**src/rtl/lbc_stream_encoder_if.sv**
```systemverilog
// Streaming handshake bundle for the linear block code encoder: word input side,
// codeword output side and the current word position.
interface lbc_stream_encoder_if #(
    parameter int DATA_W    = 8,
    parameter int NUM_WORDS = 4,
    parameter int PARITY_W  = 6
);
    localparam int IDX_W = $clog2(NUM_WORDS);
    localparam int CW_W  = DATA_W * NUM_WORDS + PARITY_W;

    logic [DATA_W-1:0] in_data;
    logic              in_valid;
    logic              in_ready;
    logic              abort;
    logic [CW_W-1:0]   out_cw;
    logic              out_valid;
    logic              out_ready;
    logic [IDX_W-1:0]  word_idx;

    modport master (
        output in_data, in_valid, abort, out_ready,
        input  in_ready, out_cw, out_valid, word_idx
    );

    modport slave (
        input  in_data, in_valid, abort, out_ready,
        output in_ready, out_cw, out_valid, word_idx
    );
endinterface

```
**src/rtl/lbc_stream_encoder.sv**
```systemverilog
// Linear block code encoder: collects NUM_WORDS input words, accumulates parity word by
// word through H_MATRIX, and presents data plus parity as one registered codeword.
module lbc_stream_encoder #(
    parameter int DATA_W    = 8,
    parameter int NUM_WORDS = 4,
    parameter int PARITY_W  = 6,
    parameter logic [DATA_W*NUM_WORDS*PARITY_W-1:0] H_MATRIX = '0
) (
    input  logic                  clk,
    input  logic                  rst_n,
    lbc_stream_encoder_if.slave   bus
);
    localparam int IDX_W = $clog2(NUM_WORDS);
    localparam int CW_W  = DATA_W * NUM_WORDS + PARITY_W;
    localparam logic [IDX_W-1:0] LAST_IDX = IDX_W'(NUM_WORDS - 1);

    logic [IDX_W-1:0]                     idx_reg;
    logic [PARITY_W-1:0]                  acc_reg;
    logic [NUM_WORDS-2:0][DATA_W-1:0]     buf_reg;
    logic [CW_W-1:0]                      out_cw_reg;
    logic                                 out_valid_reg;

    logic [NUM_WORDS-1:0][PARITY_W-1:0]   contrib;
    logic [PARITY_W-1:0]                  contrib_sel;
    logic [CW_W-1:0]                      cw_next;
    logic                                 in_ready_int;
    logic                                 accept;
    logic                                 last_accept;

    // Parity contribution of the incoming word for every possible word position;
    // the current position selects one, so no codeword-wide XOR tree exists.
    generate
        for (genvar gi = 0; gi < NUM_WORDS; gi++) begin : g_word
            for (genvar gp = 0; gp < PARITY_W; gp++) begin : g_par
                logic [DATA_W-1:0] mask;
                for (genvar gb = 0; gb < DATA_W; gb++) begin : g_bit
                    assign mask[gb] = H_MATRIX[(gi*DATA_W+gb)*PARITY_W+gp];
                end
                assign contrib[gi][gp] = ^(bus.in_data & mask);
            end
        end
    endgenerate

    assign contrib_sel = contrib[idx_reg];

    generate
        for (genvar gi = 0; gi < NUM_WORDS - 1; gi++) begin : g_cw
            assign cw_next[PARITY_W+gi*DATA_W +: DATA_W] = buf_reg[gi];
        end
    endgenerate
    assign cw_next[CW_W-1 -: DATA_W]   = bus.in_data;
    assign cw_next[PARITY_W-1:0]       = acc_reg ^ contrib_sel;

    // Only the closing word must wait for the output register to drain.
    assign in_ready_int = !((idx_reg == LAST_IDX) && out_valid_reg && !bus.out_ready);
    assign accept       = bus.in_valid && in_ready_int && !bus.abort;
    assign last_accept  = accept && (idx_reg == LAST_IDX);

    always_ff @(posedge clk or negedge rst_n) begin
        if (!rst_n) begin
            idx_reg       <= '0;
            acc_reg       <= '0;
            buf_reg       <= '0;
            out_cw_reg    <= '0;
            out_valid_reg <= 1'b0;
        end else begin
            if (bus.abort) begin
                idx_reg <= '0;
                acc_reg <= '0;
            end else if (accept) begin
                if (last_accept) begin
                    idx_reg    <= '0;
                    acc_reg    <= '0;
                    out_cw_reg <= cw_next;
                end else begin
                    idx_reg <= idx_reg + IDX_W'(1);
                    acc_reg <= acc_reg ^ contrib_sel;
                    for (int i = 0; i < NUM_WORDS - 1; i++) begin
                        if (idx_reg == IDX_W'(i)) begin
                            buf_reg[i] <= bus.in_data;
                        end
                    end
                end
            end

            if (last_accept) begin
                out_valid_reg <= 1'b1;
            end else if (bus.out_ready) begin
                out_valid_reg <= 1'b0;
            end
        end
    end

    assign bus.in_ready  = in_ready_int;
    assign bus.out_cw    = out_cw_reg;
    assign bus.out_valid = out_valid_reg;
    assign bus.word_idx  = idx_reg;
endmodule

```
**src/flat_wrapper.sv**
```systemverilog
// flat-port wrapper written by rule: the top's interface ports become plain ports
module lbc_stream_encoder_flat 
#(
    parameter int DATA_W    = 8,
    parameter int NUM_WORDS = 4,
    parameter int PARITY_W  = 6,
    parameter logic [DATA_W*NUM_WORDS*PARITY_W-1:0] H_MATRIX = '0
)
  (clk, rst_n, bus_in_data, bus_in_valid, bus_abort, bus_out_ready, bus_in_ready, bus_out_cw, bus_out_valid, bus_word_idx);
  lbc_stream_encoder_if #(.DATA_W(DATA_W), .NUM_WORDS(NUM_WORDS), .PARITY_W(PARITY_W)) bus_i ();
  input  logic clk;
  input  logic rst_n;
  input wire logic [$bits(bus_i.in_data)-1:0] bus_in_data;
  input wire logic [$bits(bus_i.in_valid)-1:0] bus_in_valid;
  input wire logic [$bits(bus_i.abort)-1:0] bus_abort;
  input wire logic [$bits(bus_i.out_ready)-1:0] bus_out_ready;
  output wire logic [$bits(bus_i.in_ready)-1:0] bus_in_ready;
  output wire logic [$bits(bus_i.out_cw)-1:0] bus_out_cw;
  output wire logic [$bits(bus_i.out_valid)-1:0] bus_out_valid;
  output wire logic [$bits(bus_i.word_idx)-1:0] bus_word_idx;
  assign bus_i.in_data = bus_in_data;
  assign bus_i.in_valid = bus_in_valid;
  assign bus_i.abort = bus_abort;
  assign bus_i.out_ready = bus_out_ready;
  assign bus_in_ready = bus_i.in_ready;
  assign bus_out_cw = bus_i.out_cw;
  assign bus_out_valid = bus_i.out_valid;
  assign bus_word_idx = bus_i.word_idx;
  lbc_stream_encoder #(.DATA_W(DATA_W), .NUM_WORDS(NUM_WORDS), .PARITY_W(PARITY_W), .H_MATRIX(H_MATRIX)) u_core (.clk(clk), .rst_n(rst_n), .bus(bus_i));
endmodule
```
**config.mk**
```make
export PLATFORM = sky130hd
export DESIGN_NAME = lbc_stream_encoder_flat
export DESIGN_NICKNAME = d
export VERILOG_FILES = /design/src/rtl/lbc_stream_encoder_if.sv /design/src/rtl/lbc_stream_encoder.sv /design/src/flat_wrapper.sv
export SDC_FILE = /design/constraint.sdc
export NUM_CORES = 1
export LEC_CHECK = 0
export CAP_MARGIN = 20
export CORE_ASPECT_RATIO = 0.7
export CORE_MARGIN = 3
export CORE_UTILIZATION = 54
export DETAILED_ROUTE_END_ITERATION = 10
export PLACE_DENSITY = 0.93
export RECOVER_POWER = 25
export SLEW_MARGIN = 15
export SYNTH_ARGS = -nofsm -noshare
export SYNTH_HDL_FRONTEND = slang
export SYNTH_SLANG_ARGS = --single-unit
export TNS_END_PERCENT = 50
```
**constraint.sdc**
```tcl
create_clock -name clk -period 3.2 [get_ports clk]
set_clock_uncertainty 0.1 [all_clocks]
set_input_delay 0.64 -clock clk [delete_from_list [all_inputs] [get_ports clk]]
set_output_delay 0.64 -clock clk [all_outputs]
set_load 0.01 [all_outputs]
```
==> metrics.sh <==
RESULT_OF_THE_RUN='finished, violations left'
FAILED_CHECKS='max-capacitance violations, max-slew violations'
WL_UM=4930
YOSYSWARNINGCOUNT=0
PATH_DELAY_FAMILY='buffers and inverters'
ASYNC_FLOP_SHARE_PCT=100
CLOCK_NETWORK_FRACTION_OF_TOTAL_POWER_PCT=31.7
P_SW_uW=553
IRDROPWORSTVDD_V=0.000401
INITIAL_UTIL_PCT=57.2
ROUTABILITY_CONG=0.869
GRT_PASS1_WL_UM=8320
GROUTE.USAGE.OVERALL_PCT=20.8
GLOBALROUTE.TOTALOVERFLOW=0
MAX_FREQ_MHz=385
CRITPATHMAXSTAGEDELAY_PS=480
RRSETUPSLACK_PS=1070
GRT_START_MAX_NET_PINS=39
DRT_PASS1_ITERATIONS=4
FIN_SETUP_TNS_PS=0
LAYOUT_AREA_GROWTH_OVER_SYNTHESIS_PCT=26.6
P_PER_AREA_nW_PER_UM2=671
USE_MET3_PCT=9.28
NUMCTSBUFFERS=9
ROUTED-VIA-COUNT=1364
GLOBAL_ROUTE.USAGE.MET1_PCT=25.5
TRITONCTS_CLOCK_TREE='done'
POST_CTS_HOLD_BUFFER_COUNT=0
FINALINSTANCEAREA_SQ_UM=3190
DETAIL_ROUTE.WL_PER_CELL_UM=18.8
GRT_SETUP_UNREPAIRED='no'
BUFFER_PORTS.INSERTED=48
TIMING.MAX_SLEW.REL_SLACK_PCT=-30.6
FINALWORSTPATHREQUIREDPERIOD_PS=2600
TYPE_OF_ORIGIN_OF_THE_CRITICAL_PATH='primary input'
WORSTPATHCELLLIST='clkdlybuf4s50_1 > nor2b_4 > nand2_1 > clkdlybuf4s50_1'
SEQUENTIALPOWERSHARE_PCT=47.6
SYNTH_ENABLE_FLOP_CELLS=0
TIMING.CRITICAL_PATH.ARRIVAL_PS=1860
POSTSYNTHREGISTERBITS=59
POWER.SHARE.SWITCHING_PCT=25.8
HP-CLASS='reg2reg'
DIE_Y_UM=63.1
POWER_FRAC_COMB_PCT=20.7
NUMBER_OF_LEVELS_THE_H_TREE_WAS_SPLIT_INTO=3
POST_LAYOUT_POWER_uW=2140
CRITICAL_PATH_CLASS='in2out'
FINAL-SEQ-AREA_SQ_UM=1480
PLACE_AREA_SQ_UM=2990
SYNTH.LIB_CELLS_USED.DISTINCT=20
DIE_WIDTH_UM=87.6
POST_SYNTH_INST_COUNT=149
POSTLAYOUTSETUPSLACKWORST_PS=603
DP_HPWL_UM=3390
NETLIST_TOP_CELLS_AREA='sky130_fd_sc_hd__dfrtp_1 59%, sky130_fd_sc_hd__mux2_4 17%, sky130_fd_sc_hd__mux2_2 12%, sky130_fd_sc_hd__buf_12 2.4%, sky130_fd_sc_hd__buf_4 2.1%'
CTS_SETUP_BUFFERS=0
SYNTH_TOP_AREA_SHARE_PCT=58.6
LARGEST_REGISTER_FFS=32
DETAIL_ROUTE.ITER0.VIOLATIONS=56
FINAL_ANTENNA_DIODE_COUNT=0
CTS-ROOT-TO-SINK-BUFFERS=2
GLOBALROUTE.BUSIESTLAYER='met2'
SETUP_VIOL=0
MIN_PERIOD_OVER_PERIOD_PCT=81.2
SYNTH_TOP_CELL_BY_AREA='sky130_fd_sc_hd__dfrtp_1'
CRIT_PATH_END_KIND='output port'
SYN-CELL-AREA_SQ_UM=2520
PIN_COUNT=55
DRT.ANTENNA.VIOLATING_NETS=0
WORST_SKEW_PAIR.LATE_LATENCY_PS=340
CAP_VIOL_MAX_COUNT=1
YS_SEQ_AREA_SHARE_PCT=58.6
FINAL-MAX-SLEW-VIOLATION-COUNT=39
WP_DATA_REQUIRED_PS=2460
DETAIL_ROUTE.DRC_VIOLATIONS=0
POWER.INTERNAL_uW=1590
CRIT_PATH_TOP_DELAY_CELL='sky130_fd_sc_hd__clkdlybuf4s50_1'
DIEAREA_SQ_UM=5530
CORE_REGION_AREA_SQ_UM=4400
CLOCK-ROOT-BUFFER='sky130_fd_sc_hd__clkbuf_8'
FINALHOLDVIOLCOUNT=0
TIMING.CRITICAL_PATH.MODE_CELL='sky130_fd_sc_hd__clkdlybuf4s50_1'
TIGHTESTPINTRANSITION_PS=1960
NUM-NETS-FINAL=219
ROWS=20
LAYOUT.FILLER_CELLS=288
ANTENNA_FOUND_INITIAL=0
GRT_UTIL_MET2_PCT=32.7
AREA_OF_THE_MULTI_INPUT_GATES_SQ_UM=935
PRECTSSETUPSLACK_PS=546
DRIVE_GT1_SHARE_PCT=37.7
FIRST_GLOBAL_VIAS=1603
POWER.STATIC_LEAKAGE_uW=0.00144
CRITICAL_PATH.MAX_FANOUT=4
PATH_CLK_SLEW_PS=70
CRITICAL_PATH.N_BUFFERS_INVERTERS=2
SYNTH.TOP_CELLS.BY_COUNT='59 x sky130_fd_sc_hd__dfrtp_1, 29 x sky130_fd_sc_hd__mux2_4, 27 x sky130_fd_sc_hd__mux2_2, 7 x sky130_fd_sc_hd__buf_4, 4 x sky130_fd_sc_hd__ha_1'
VIASPERCELL=5.21
POSTLAYOUTCOREUTIL_PCT=72.4
SYNTH.AVG_CELL_AREA_SQ_UM=16.9
SYNTH.MOST_COMMON_CELL='sky130_fd_sc_hd__dfrtp_1'
POST_CTS_RESIZED=0
SYNTH_TOP_FLOP_CELL='sky130_fd_sc_hd__dfrtp_1'
CTS.SINK_COUNT=59
-- final timing paths --
| check | to | cells past startpoint | startpoint |
|---|---|---|---|
| max | bus_in_ready | 4 | bus_out_ready |
| min reg2reg | u_core.bus.out_cw[27]$_DFFE_PN0P_ | 1 | u_core.buf_reg[21]$_DFFE_PN0P_ |
| max in group asynchronous | u_core.bus.out_cw[37]$_DFFE_PN0P_ | 2 | rst_n |
| min | u_core.bus.out_cw[27]$_DFFE_PN0P_ | 1 | u_core.buf_reg[21]$_DFFE_PN0P_ |
| max reg2reg | u_core.buf_reg[18]$_DFFE_PN0P_ | 4 | u_core.bus.word_idx[0]$_DFFE_PN0P_ |
| min in group asynchronous | u_core.bus.out_cw[35]$_DFFE_PN0P_ | 1 | rst_n |
-- power groups by stage --
stage	registers, uW	logic (uW)	clock network, uW
4_1_cts	1020	452	698
6_report	1020	443	679
3_5_place_dp	1030	446	0
3_3_place_gp	1010	426	0
2_1_floorplan	1030	210	0
5_1_grt	1040	477	743
-- metrics by stage --
stage | hold slack [ps] | std cells
final | 409 | 262
after detailed placement | 396 | 246
after global routing | 422 | 262
after CTS | 309 | 262
after floorplan | 244 | 154
after global placement | 387 | 246
-- layout make-up --
cell class	count	area share, %
Multi-Input combinational cell	80	29.3
Timing Repair Buffer	50	15.7
Clock inverter	6	2.04
Clock buffer	10	4.32
Sequential cell	59	46.3
Inverter	2	0.235
Tap cell	55	2.16
-- cell usage in the layout, fill, tap and decap left out, types with 2 or more instances in the layout --
master | netlist | layout
sky130_fd_sc_hd__dfrtp_1 | 59 | 59
sky130_fd_sc_hd__nand2b_1 | 2 | 2
sky130_fd_sc_hd__ha_1 | 4 | 4
sky130_fd_sc_hd__clkbuf_8 | 0 | 10
sky130_fd_sc_hd__and2_1 | 3 | 3
sky130_fd_sc_hd__inv_1 | 2 | 2
sky130_fd_sc_hd__mux2_2 | 27 | 27
sky130_fd_sc_hd__conb_1 | 1 | 6
sky130_fd_sc_hd__mux2_4 | 29 | 29
sky130_fd_sc_hd__clkinv_2 | 0 | 2
sky130_fd_sc_hd__clkdlybuf4s50_1 | 0 | 47
sky130_fd_sc_hd__clkinv_4 | 0 | 2
-- worst register-to-register path: stages, from the launching register on --
cell and delay (ps):
sky130_fd_sc_hd__dfrtp_1 420, sky130_fd_sc_hd__ha_1 270, sky130_fd_sc_hd__nor3b_1 350, sky130_fd_sc_hd__and2_1 470, sky130_fd_sc_hd__mux2_2 400
-- cell families (layout without fill, tap and decap cells) --
logic type,after synthesis,after routing,share of synthesized area [%]
mux,57,57,29.8
simple gates,11,11,3.53
buf+inv,15,68,5.37
flops,59,59,58.6
compound gates,2,2,0.596
other cells,1,6,0.149
fa+ha+maj,4,4,1.99
-- routing by layer --
layer	vias to the layer above	wire (um)
li1	609	-
met1	696	2080
met2	51	2490
met3	8	312
met4	0	53
met5	-	0
No activity file was read; power rests on OpenSTA's default activity.
